--- src/rtl/eth_rx_header_reader.sv ---
// Ethernet RX header reader: once armed, captures one frame header (dest MAC,
// src MAC, EtherType), optionally drains the payload while counting bytes, and
// holds the captured fields with a level valid until re-armed.
module eth_rx_header_reader #(
    parameter int unsigned LEN_WIDTH     = 16,
    parameter bit          DRAIN_PAYLOAD = 1'b1
) (
    input  logic                 clk,
    input  logic                 rst,

    input  logic                 start,

    input  logic                 s_eth_hdr_valid,
    output logic                 s_eth_hdr_ready,
    input  logic [47:0]          s_eth_dest_mac,
    input  logic [47:0]          s_eth_src_mac,
    input  logic [15:0]          s_eth_type,

    input  logic [7:0]           s_eth_payload_axis_tdata,
    input  logic                 s_eth_payload_axis_tvalid,
    input  logic                 s_eth_payload_axis_tlast,
    input  logic                 s_eth_payload_axis_tuser,
    output logic                 s_eth_payload_axis_tready,

    output logic                 busy,
    output logic                 valid,
    output logic [47:0]          dest_mac,
    output logic [47:0]          src_mac,
    output logic [15:0]          eth_type,
    output logic [LEN_WIDTH-1:0] payload_len,
    output logic                 payload_err
);

    typedef enum logic [1:0] {
        StIdle    = 2'd0,
        StWaitHdr = 2'd1,
        StDrain   = 2'd2,
        StDone    = 2'd3
    } state_e;

    localparam logic [LEN_WIDTH-1:0] LenMax = '1;
    localparam logic [LEN_WIDTH-1:0] LenOne = LEN_WIDTH'(1);

    state_e state;

    // Payload bytes are only counted, never stored.
    logic unused_tdata;
    assign unused_tdata = ^s_eth_payload_axis_tdata;

    // Handshakes and status decode the state; gating by rst keeps a reset cycle from
    // accepting anything.
    always_comb begin
        s_eth_hdr_ready           = (state == StWaitHdr) && !rst;
        s_eth_payload_axis_tready = (state == StDrain) && !rst;
        busy                      = ((state == StWaitHdr) || (state == StDrain)) && !rst;
        valid                     = (state == StDone) && !rst;
    end

    // Control FSM plus captured fields and payload counter.
    always_ff @(posedge clk) begin
        if (rst) begin
            state       <= StIdle;
            dest_mac    <= '0;
            src_mac     <= '0;
            eth_type    <= '0;
            payload_len <= '0;
            payload_err <= 1'b0;
        end else begin
            unique case (state)
                StIdle, StDone: begin
                    // Re-arm keeps the old header fields until the next capture.
                    if (start) begin
                        state       <= StWaitHdr;
                        payload_len <= '0;
                        payload_err <= 1'b0;
                    end
                end
                StWaitHdr: begin
                    if (s_eth_hdr_valid) begin
                        dest_mac <= s_eth_dest_mac;
                        src_mac  <= s_eth_src_mac;
                        eth_type <= s_eth_type;
                        state    <= DRAIN_PAYLOAD ? StDrain : StDone;
                    end
                end
                StDrain: begin
                    if (s_eth_payload_axis_tvalid) begin
                        // Saturate rather than wrap on oversized frames.
                        if (payload_len != LenMax) begin
                            payload_len <= payload_len + LenOne;
                        end
                        if (s_eth_payload_axis_tlast) begin
                            payload_err <= s_eth_payload_axis_tuser;
                            state       <= StDone;
                        end
                    end
                end
                default: state <= StIdle;
            endcase
        end
    end

endmodule
--- config.mk ---
export PLATFORM = sky130hd
export DESIGN_NAME = eth_rx_header_reader
export DESIGN_NICKNAME = d
export VERILOG_FILES = /design/src/rtl/eth_rx_header_reader.sv
export SDC_FILE = /design/constraint.sdc
export NUM_CORES = 1
export LEC_CHECK = 0
export CAP_MARGIN = 10
export CORE_MARGIN = 2
export CORE_UTILIZATION = 35
export DETAILED_ROUTE_END_ITERATION = 12
export PLACE_DENSITY = 0.72
export SETUP_SLACK_MARGIN = 0.2
export SLEW_MARGIN = 20
export SYNTH_ARGS = -nofsm -noshare
export SYNTH_HDL_FRONTEND = slang
export SYNTH_SLANG_ARGS = --single-unit
--- constraint.sdc ---
create_clock -name clk -period 4.85 [get_ports clk]
set_input_delay 1.2125 -clock clk [delete_from_list [all_inputs] [get_ports clk]]
set_output_delay 1.2125 -clock clk [all_outputs]
set_load 0.1 [all_outputs]
Yosys cells after proc, flatten, opt, wreduce, memory -nomap -nowiden --
Index checks and enable logic that the tools add are counted.
Storage, ports and cells: flip-flop bits (word level) 131, output and inout bits 133, logic and storage cells 42
Operators by class: equality and inequality tests 9, mux-type cells 13, reductions and logical operators 13, add/subtract/negate cells 1
Operators by type and width (number):
- $mux 16 | 3
- $pmux 16 s2 | 1
- $add 16x1->16 const B | 1
- $ne 16x16->1 const B | 1
- $reduce_and 4->1 | 3
- $mux 2 | 4
- $ne 2x2->1 const B | 4
- $pmux 2 s3 | 1
- $eq 2x2->1 const B | 2
- $logic_and 1x1->1 | 4
- $mux 1 | 3
- $eq 2x1->1 const B | 1
- $logic_not 2->1 | 1
- $ne 2x1->1 const B | 1
- $pmux 1 s2 | 1
- $reduce_and 2->1 | 1
- $reduce_bool 2->1 | 1
- $reduce_or 2->1 | 1
- $logic_not 1->1 | 1
- $logic_or 1x1->1 | 1

Depth between registers and ports, before layout --
Gate-level depths: netlist (run 1).
word-level depth 4, depth in mapped cells 8

Worst setup path before layout (run 1) --
Ideal clock, no wire load.
path type input-to-output, from input port rst, to output port s_eth_hdr_ready, stages on the path 3, buffers on the path 2, data arrival time 2.835 ns, required time 3.638 ns, slack 0.802 ns, cell sequence clkbuf_8 clkbuf_8 nor2b_1
Between the ends: word-level cells in the longest chain between the ends 2
RTL lines:
- start: declaration | RTL line 9 | input logic rst,
- $logic_not 1->1 | RTL line 53 | s_eth_hdr_ready = (state == StWaitHdr) && !rst;
- $logic_and 1x1->1 | RTL line 53
- end: declaration | RTL line 14 | output logic s_eth_hdr_ready,
Every way passes these cells.

Worst setup path after layout (run 1) --
from register payload_len[4], to output port payload_len[4]
RTL lines:
- start: declaration | RTL line 30 | output logic [LEN_WIDTH-1:0] payload_len,
- start signal: assignment | RTL line 90 | payload_len <= payload_len + LenOne;
No word-level cell between the ends.

==> out/results.txt, run 1 <==
The number of clock buffers inserted by TritonCTS came out at 17. Dividing total power by cell area gives a power density of 544 mW/mm². The number of antenna diodes in the final layout is 0. The headroom to the max-slew limit is 0.281, and the routed length per placed instance is 14.4 µm.

Post-CTS timing repair inserted 0 buffers for setup. The portion of synthesized cell area occupied by the leading cell type is 0.516. The run gives 2190 ps as the minimum setup slack among reg-to-reg paths. The clock skew was 7.16 ps. After detailed routing, the total wire length is 15.4 mm. The run gives 410 ps as the clock latency at the later pin of the worst-skew pair. Worst path buffer plus inverter count: 1. The shortest clock period the worst path allows after layout was 3350 ps. Start-to-end type of the worst setup path: flop to primary output.

Entering global routing, the biggest net connects 75 pins. For the leakage power summed over all cells, the log shows 0.00287 µW. The mean instance size in the synthesized netlist is 7.95 µm², and the setup violation total in the final timing report is 0. The maximum cell stage delay along the critical path is 1210 ps, and the count of flip-flops with a built-in enable after synthesis is 0. Once detail routing completed, the nets flagged for antenna violations numbered 0. At the pin with the least slew margin, the transition time is 1080 ps. The logs give 43 for the distinct cell type count of the synthesized netlist and 0 for the number of max-cap violations.

Setup repair after global routing left no endpoint under its margin. The net switching fraction of the power is 0.438, and the internal power is 2520 µW. In this run the horizontal extent of the chip is 125 µm. The DRC violation count after routing was 0. The die covers 0.0155 mm². The tools report the part of the power in combinational logic as 0.414. Element type at the critical path end: a primary output. The first global-routing pass estimated 24.9 mm of wire. For this design, the sink count on the clock tree is 131. Prior to clock tree synthesis, the placed netlist has a worst setup slack of 1700 ps. The endpoint of the lowest-slack register-to-register path is payload_len[12].

Worst hold path startpoint: src_mac[43]. Clock power share: 0.302. The most used flip-flop cell after synthesis is dfxtp_1. In this run the clock root is driven by a clkbuf_16.

Setup total negative slack on the finished layout was measured at 0 ps. Yosys printed 0 warnings. The via count normalized by instance count was 4.85.

The tools report the capture endpoint of the worst hold path as src_mac[43]. During placement, the flow inserted port buffers numbering 251. After the first detailed-routing iteration, the DRC count stood at 317. The synthesized design spends more area on one cell type than any other, namely dfxtp_1.

By instance count, the leading cell after synthesis is nand2_1. The total congestion overflow is 0, and the routed via count is 5168. The run gives 260 as the number of placed I/O pins.

In this run, synthesis produced a sequential element count of 131. The fraction of registers with async set or reset after synthesis was 0; the count of pins over their slew limit was 0. In this run the power spent charging and discharging nets is 1970 µW. The commonest cells after synthesis are 235 x nand2_1, 131 x dfxtp_1, 120 x a21oi_1, 29 x clkbuf_1, 11 x buf_2.

The area of the mapped netlist is 0.00509 mm², and the fraction of the cycle the final worst path needs is 0.691. For this run, the detailed router's first-pass iteration total came to 6. The die extent in y came out at 125 µm.

The cell count after synthesis is 640, and the maximum clock frequency is 298 MHz. The clock tree synthesis step divided the H-tree into 4 levels. The standard-cell row count was 44. Placeable core area: 0.0144 mm².

The tools report the type of element launching the critical path as a flop. Compared with the post-synthesis result, the final layout area differs by 62.3%. After legalization and detailed placement, the total HPWL measured 10.5 mm.

The count of final hold-check violations came out at 0. For the number of instances in the placed design, the log shows 1033. Synthesis produced a netlist with a net count of 771. For the worst setup path, the data required time is 3640 ps.

Buffers inserted to repair hold after CTS numbered 0. Grouping stages by cell kind, the critical path spends the most delay in buffers and inverters. The fraction of layout cells with a size suffix above 1 is 0.0590, and the proportion of synthesized chip area in sequential cells is 0.516.

On the critical path, the stage with the largest delay is an instance of clkdlybuf4s50_1. Counting instances, the worst hold path has a depth of 2. Along the worst path, the maximum fanout reaches 11.

The power share of the sequential group was 0.284. The signal on the critical path passes through clkdlybuf4s50_1. Clock-pin slew was measured on the worst setup and hold paths at 60 ps. TritonCTS built the clock tree.

By area the synthesized netlist is led by dfxtp_1 52%, nand2_1 17%, a21oi_1 12%, clkbuf_1 2.1%, clkbuf_8 1.4%. For the number of cells upsized or downsized after cts, the log shows 0. The run gives 4825 as the number of global-route vias before repair. The run gives 0 as the number of antenna violations at the first check in global routing. The tightest min-delay check is of the flop to flop type. The total global-route track usage was 0.197; the filler-free cell count of the finished design was 1065. The flow ran to the end, and the final reports show no timing, DRC or antenna violations. IR analysis of the VDD net gives a maximum drop of 341 µV. The maximum root-to-sink buffer count was 2; the depth of the worst register-to-register path was 7. Global placement routability congestion: 0.844. The startpoint identified for the worst register-to-register timing path is state[0]. Setup slack closes at 1500 ps. In the final design database the tool counted 999 nets.

The starting density of the core is 0.354, and the endpoint arrival time on the critical path is 2140 ps.
-- metal layers --
layer,part of all wire,global-route usage,vias up
met5,0,0,-
met1,0.41,0.238,2317
met2,0.46,0.306,212
met4,0.015,0.0714,0
met3,0.12,0.0954,18
li1,-,-,2621
-- cell families (layout without fill, tap and decap cells) --
logic type | Yosys count | after routing | share of synthesized area
compound gates | 159 | 159 | 0.176
fa+ha+maj | 4 | 4 | 0.00984
buf+inv | 56 | 297 | 0.0558
flops | 131 | 131 | 0.516
simple gates | 290 | 290 | 0.242
-- cell type report --
class	count	area, µm²
Multi-Input combinational cell	453	2190
Clock buffer	17	425
Tap cell	184	230
Clock inverter	15	206
Fill cell	1319	6120
Sequential cell	131	2620
Inverter	7	26.3
Timing Repair Buffer	258	2550
-- cells in the final DEF (no fill, tap or decap), drive strengths merged, types with 6 or more instances in the layout --
cell           instances
clkinv                 6
nand3                  8
a311oi                 6
dfxtp                131
a31oi                  6
a21oi                120
o21ai                  8
nand4                  8
nand2                235
inv                   10
clkbuf                17
clkdlybuf4s50        246
and3                   6
buf                   12
-- through the flow --
stage	utilization	hold slack (ps)	total power, µW	instance area [µm²]
2_1_floorplan	-	484	2710	5090
6_report	0.574	451	4490	8250
3_3_place_gp	0.530	440	3150	7620
3_5_place_dp	0.530	446	3160	7620
5_1_grt	0.574	465	4700	8250
4_1_cts	0.574	453	4540	8250
-- power groups by stage --
stage | Combinational, µW | Sequential (µW) | Clock [µW]
after global placement | 1860 | 1290 | 0
after detailed placement | 1860 | 1300 | 0
after global routing | 1950 | 1300 | 1450
after floorplan | 510 | 2200 | 0
after CTS | 1870 | 1280 | 1390
final | 1860 | 1280 | 1360
-- registers in the layout (all words and copies together), names as in the netlist --
signal and flops:
eth_type 16, state 2, payload_len 16, dest_mac 48
src_mac 48, payload_err 1
-- worst max path at each step --
stage                    from                         to  depth (start not counted)
6_report       payload_len[4]             payload_len[4]                          1
5_1_grt        payload_len[2]             payload_len[2]                          1
4_1_cts        payload_len[4]             payload_len[4]                          1
3_5_place_dp              rst  s_eth_payload_axis_tready                          3
3_3_place_gp              rst  s_eth_payload_axis_tready                          3
2_1_floorplan             rst            s_eth_hdr_ready                          3
Note: power is estimated with default switching activity, not from simulation.
==> run 2, diff against run 1 <==
--- a/config.mk
+++ b/config.mk
@@ -9,7 +9,7 @@
 export CORE_MARGIN = 2
 export CORE_UTILIZATION = 35
 export DETAILED_ROUTE_END_ITERATION = 12
-export PLACE_DENSITY = 0.72
+export PLACE_DENSITY = 0.75
 export SETUP_SLACK_MARGIN = 0.2
 export SLEW_MARGIN = 20
 export SYNTH_ARGS = -nofsm -noshare
==> constraint.sdc (replaced) <==
create_clock -name clk -period 2.8 [get_ports clk]
set_input_delay 0.7 -clock clk [delete_from_list [all_inputs] [get_ports clk]]
set_output_delay 0.7 -clock clk [all_outputs]
set_load 0.1 [all_outputs]
==> out/results.txt, run 2 (synthesized netlist as in run 1, its figures left out) <==
The most common cell after layout, fill and taps aside was nand2_1. The via count normalized by instance count works out to 4.85 (about the same). The die outline area was 0.0155 mm² (unchanged); the die extent in y was 125 µm (unchanged).

The fraction of the cycle the final worst path needs came out at 0.841. Largest net degree at the start of global routing: 71 (-5.3%). Based on the critical path, the design can be clocked at up to 425 MHz. In this run the worst hold path is classified as flop to flop.

The run gives 0 ps (unchanged) as the accumulated negative setup slack. The tree is rooted in a clkbuf_16. The total iterations of the first detailed-routing run is 5 (-1), and the depth of the worst register-to-register path is 5 (-2). The worst setup margin was 445 ps (-1050 ps). The detailed-route wire length was 15.1 mm (-1.9%). The power density over the cells was 963 mW/mm² (+77%). The routed length per placed instance is 14.1 µm (-2.4%), and the total global-route track usage is 0.193 (-0.00447).

For the clock latency at the later pin of the worst-skew pair, the log shows 420 ps (about the same). The endpoint arrival time on the critical path came out at 1650 ps (-490 ps). The filler-free cell count of the finished design came out at 1071 (+0.56%).

Setup violation total in the final timing report: 0 (unchanged). The setup slack at placement is 324 ps (-1370 ps). Setup repair after global routing left no endpoint under its margin.

The tools report the starting density of the core as 0.354 (unchanged). The final cell utilization of the core is 0.559 (-0.0156). Highest-delay cell along the critical path: dfxtp_1. The maximum cell stage delay along the critical path was 380 ps (-830 ps). The tools report the first-pass GRT wire length as 24.4 mm (-1.9%). The number of nets in the layout was 1005 (+0.60%). The total number of H-tree levels was 4 (unchanged). The count of final hold-check violations was 0 (unchanged); the worst endpoint required time was 2100 ps (-1540 ps). The measured slew at the worst slew-check pin was 784 ps (-291 ps); the number of placed I/O pins was 260 (unchanged). The start-to-end type of the worst setup path is flop to primary output.

The shortest clock period the worst path allows after layout came out at 2350 ps. The logs give 0 (unchanged) for the number of antenna cells inserted and 0 (unchanged) for the DRC violation count after routing. The final-layout fill cell count is 1364 (+3.4%), and the quantity of I/O buffers inserted on ports is 251 (unchanged). The routed via count was 5199 (+0.60%); the headroom to the max-slew limit was 0.475 (+0.194).

The fraction of layout cells with a size suffix above 1 is 0.211 (+0.152). For the maximum root-to-sink buffer count, the log shows 2 (unchanged). The run finished with clean final reports. The worst setup path is launched from a flop. The number of antenna violations at the first check in global routing was 0 (unchanged); the clock skew was 11.8 ps (+4.63 ps).

The worst setup path is captured at a primary output. The area growth from synthesis to layout is 57.9%. The largest registers in the layout are dest_mac (48), src_mac (48). The worst hold slack after final layout is 452 ps (+1.04 ps). In the layout the commonest cells are 234 x nand2_1, 140 x buf_4, 131 x dfxtp_1. The run gives 0 (unchanged) as the count of pins over their slew limit. Standard-cell row count: 44 (unchanged).

The clock sink count came out at 131 (unchanged). The number of cells traversed by the worst hold path is 2 (unchanged). The leakage power summed over all cells is 0.00316 µW (+10%). Count of hold buffers inserted by post-cts repair: 0 (unchanged). The tools report the initial detailed-routing violation count as 457 (+44%). The run gives 0.0144 mm² (unchanged) as the placeable core area. The number of max-cap violations is 0 (unchanged). The run gives 4844 (+0.39%) as the number of global-route vias before repair. The die extent in x works out to 125 µm (unchanged).

The global placement routability congestion is 0.836 (-0.94%). The clock transition at the registers of the reported paths is 50 ps (about the same), and the total congestion overflow is 0 (unchanged). The number of instances in the placed design is 1039 (+0.58%), and the number of clock buffers inserted by TritonCTS is 17 (unchanged). The largest fanout on the critical path came out at 14 (+3).

The tools report the residual antenna-violating net count after detailed routing as 0 (unchanged). The run gives 10.2 mm (-2.8%) as the half-perimeter wire length after detailed placement. The maximum ir drop on the vdd rail came out at 426 µV (+25%). Walking the worst path, the cells encountered are ha_2 > nor2b_1 > buf_12.

TritonCTS built the clock tree.
## run 2: cell count changes in the layout (fill, tap and decap cells not counted), moves of 2 or more
cell,before,now
clkdlybuf4s50_1,246,117
inv_6,3,1
clkbuf_1,0,2
clkinv_2,2,4
buf_4,12,140
buf_12,0,7
## run 2: final timing paths
| path | slack (ps) | to | from |
|---|---|---|---|
| max | 450 | s_eth_payload_axis_tready | state[1] |
| min | 450 | dest_mac[47] | dest_mac[47] |
| max reg2reg | 690 | payload_len[5] | payload_len[0] |
| min reg2reg | 450 | dest_mac[47] | dest_mac[47] |
## run 2: cell type report
type                       instances  area, µm²  area share
clock buffer                      19        433      0.0539
clock inverter                    13        160      0.0199
inverter                           7       26.3     0.00327
multi-input combinational        453       2190       0.273
sequential                       131       2620       0.327
tap                              184        230      0.0287
timing repair buffer             264       2360       0.294
## run 2: worst max-delay path: cells and delay by family, from the launching register on
kind                     cells  cell delay, ps
AND/OR/NAND/NOR              1             290
adder cells (fa/ha/maj)      1             350
flip-flops                   1             380
buffers and inverters        1             210
## run 2: per-layer routing
metal	up-vias	track usage	routed length (µm)
met5	-	0	0
met4	0	0.0701	244
met3	19	0.0683	1200
met2	182	0.314	7370
met1	2377	0.235	6270
li1	2621	-	-
## run 2: power breakdown
group	internal [µW]	switching [µW]	total, µW
clock	1400	847	2250
combinational	815	2450	3270
sequential	2100	121	2220
## run 2: repair_timing
item,4_1_cts,5_1_grt
resized for setup,0,1
setup endpoints to repair,0,1
buffers inserted,0,0
## run 2: through the flow
step,instance area [µm²],power [µW]
2_1_floorplan,5090,4690
3_3_place_gp,7430,5520
3_5_place_dp,7430,5530
4_1_cts,8030,7790
5_1_grt,8030,8070
6_report,8030,7730
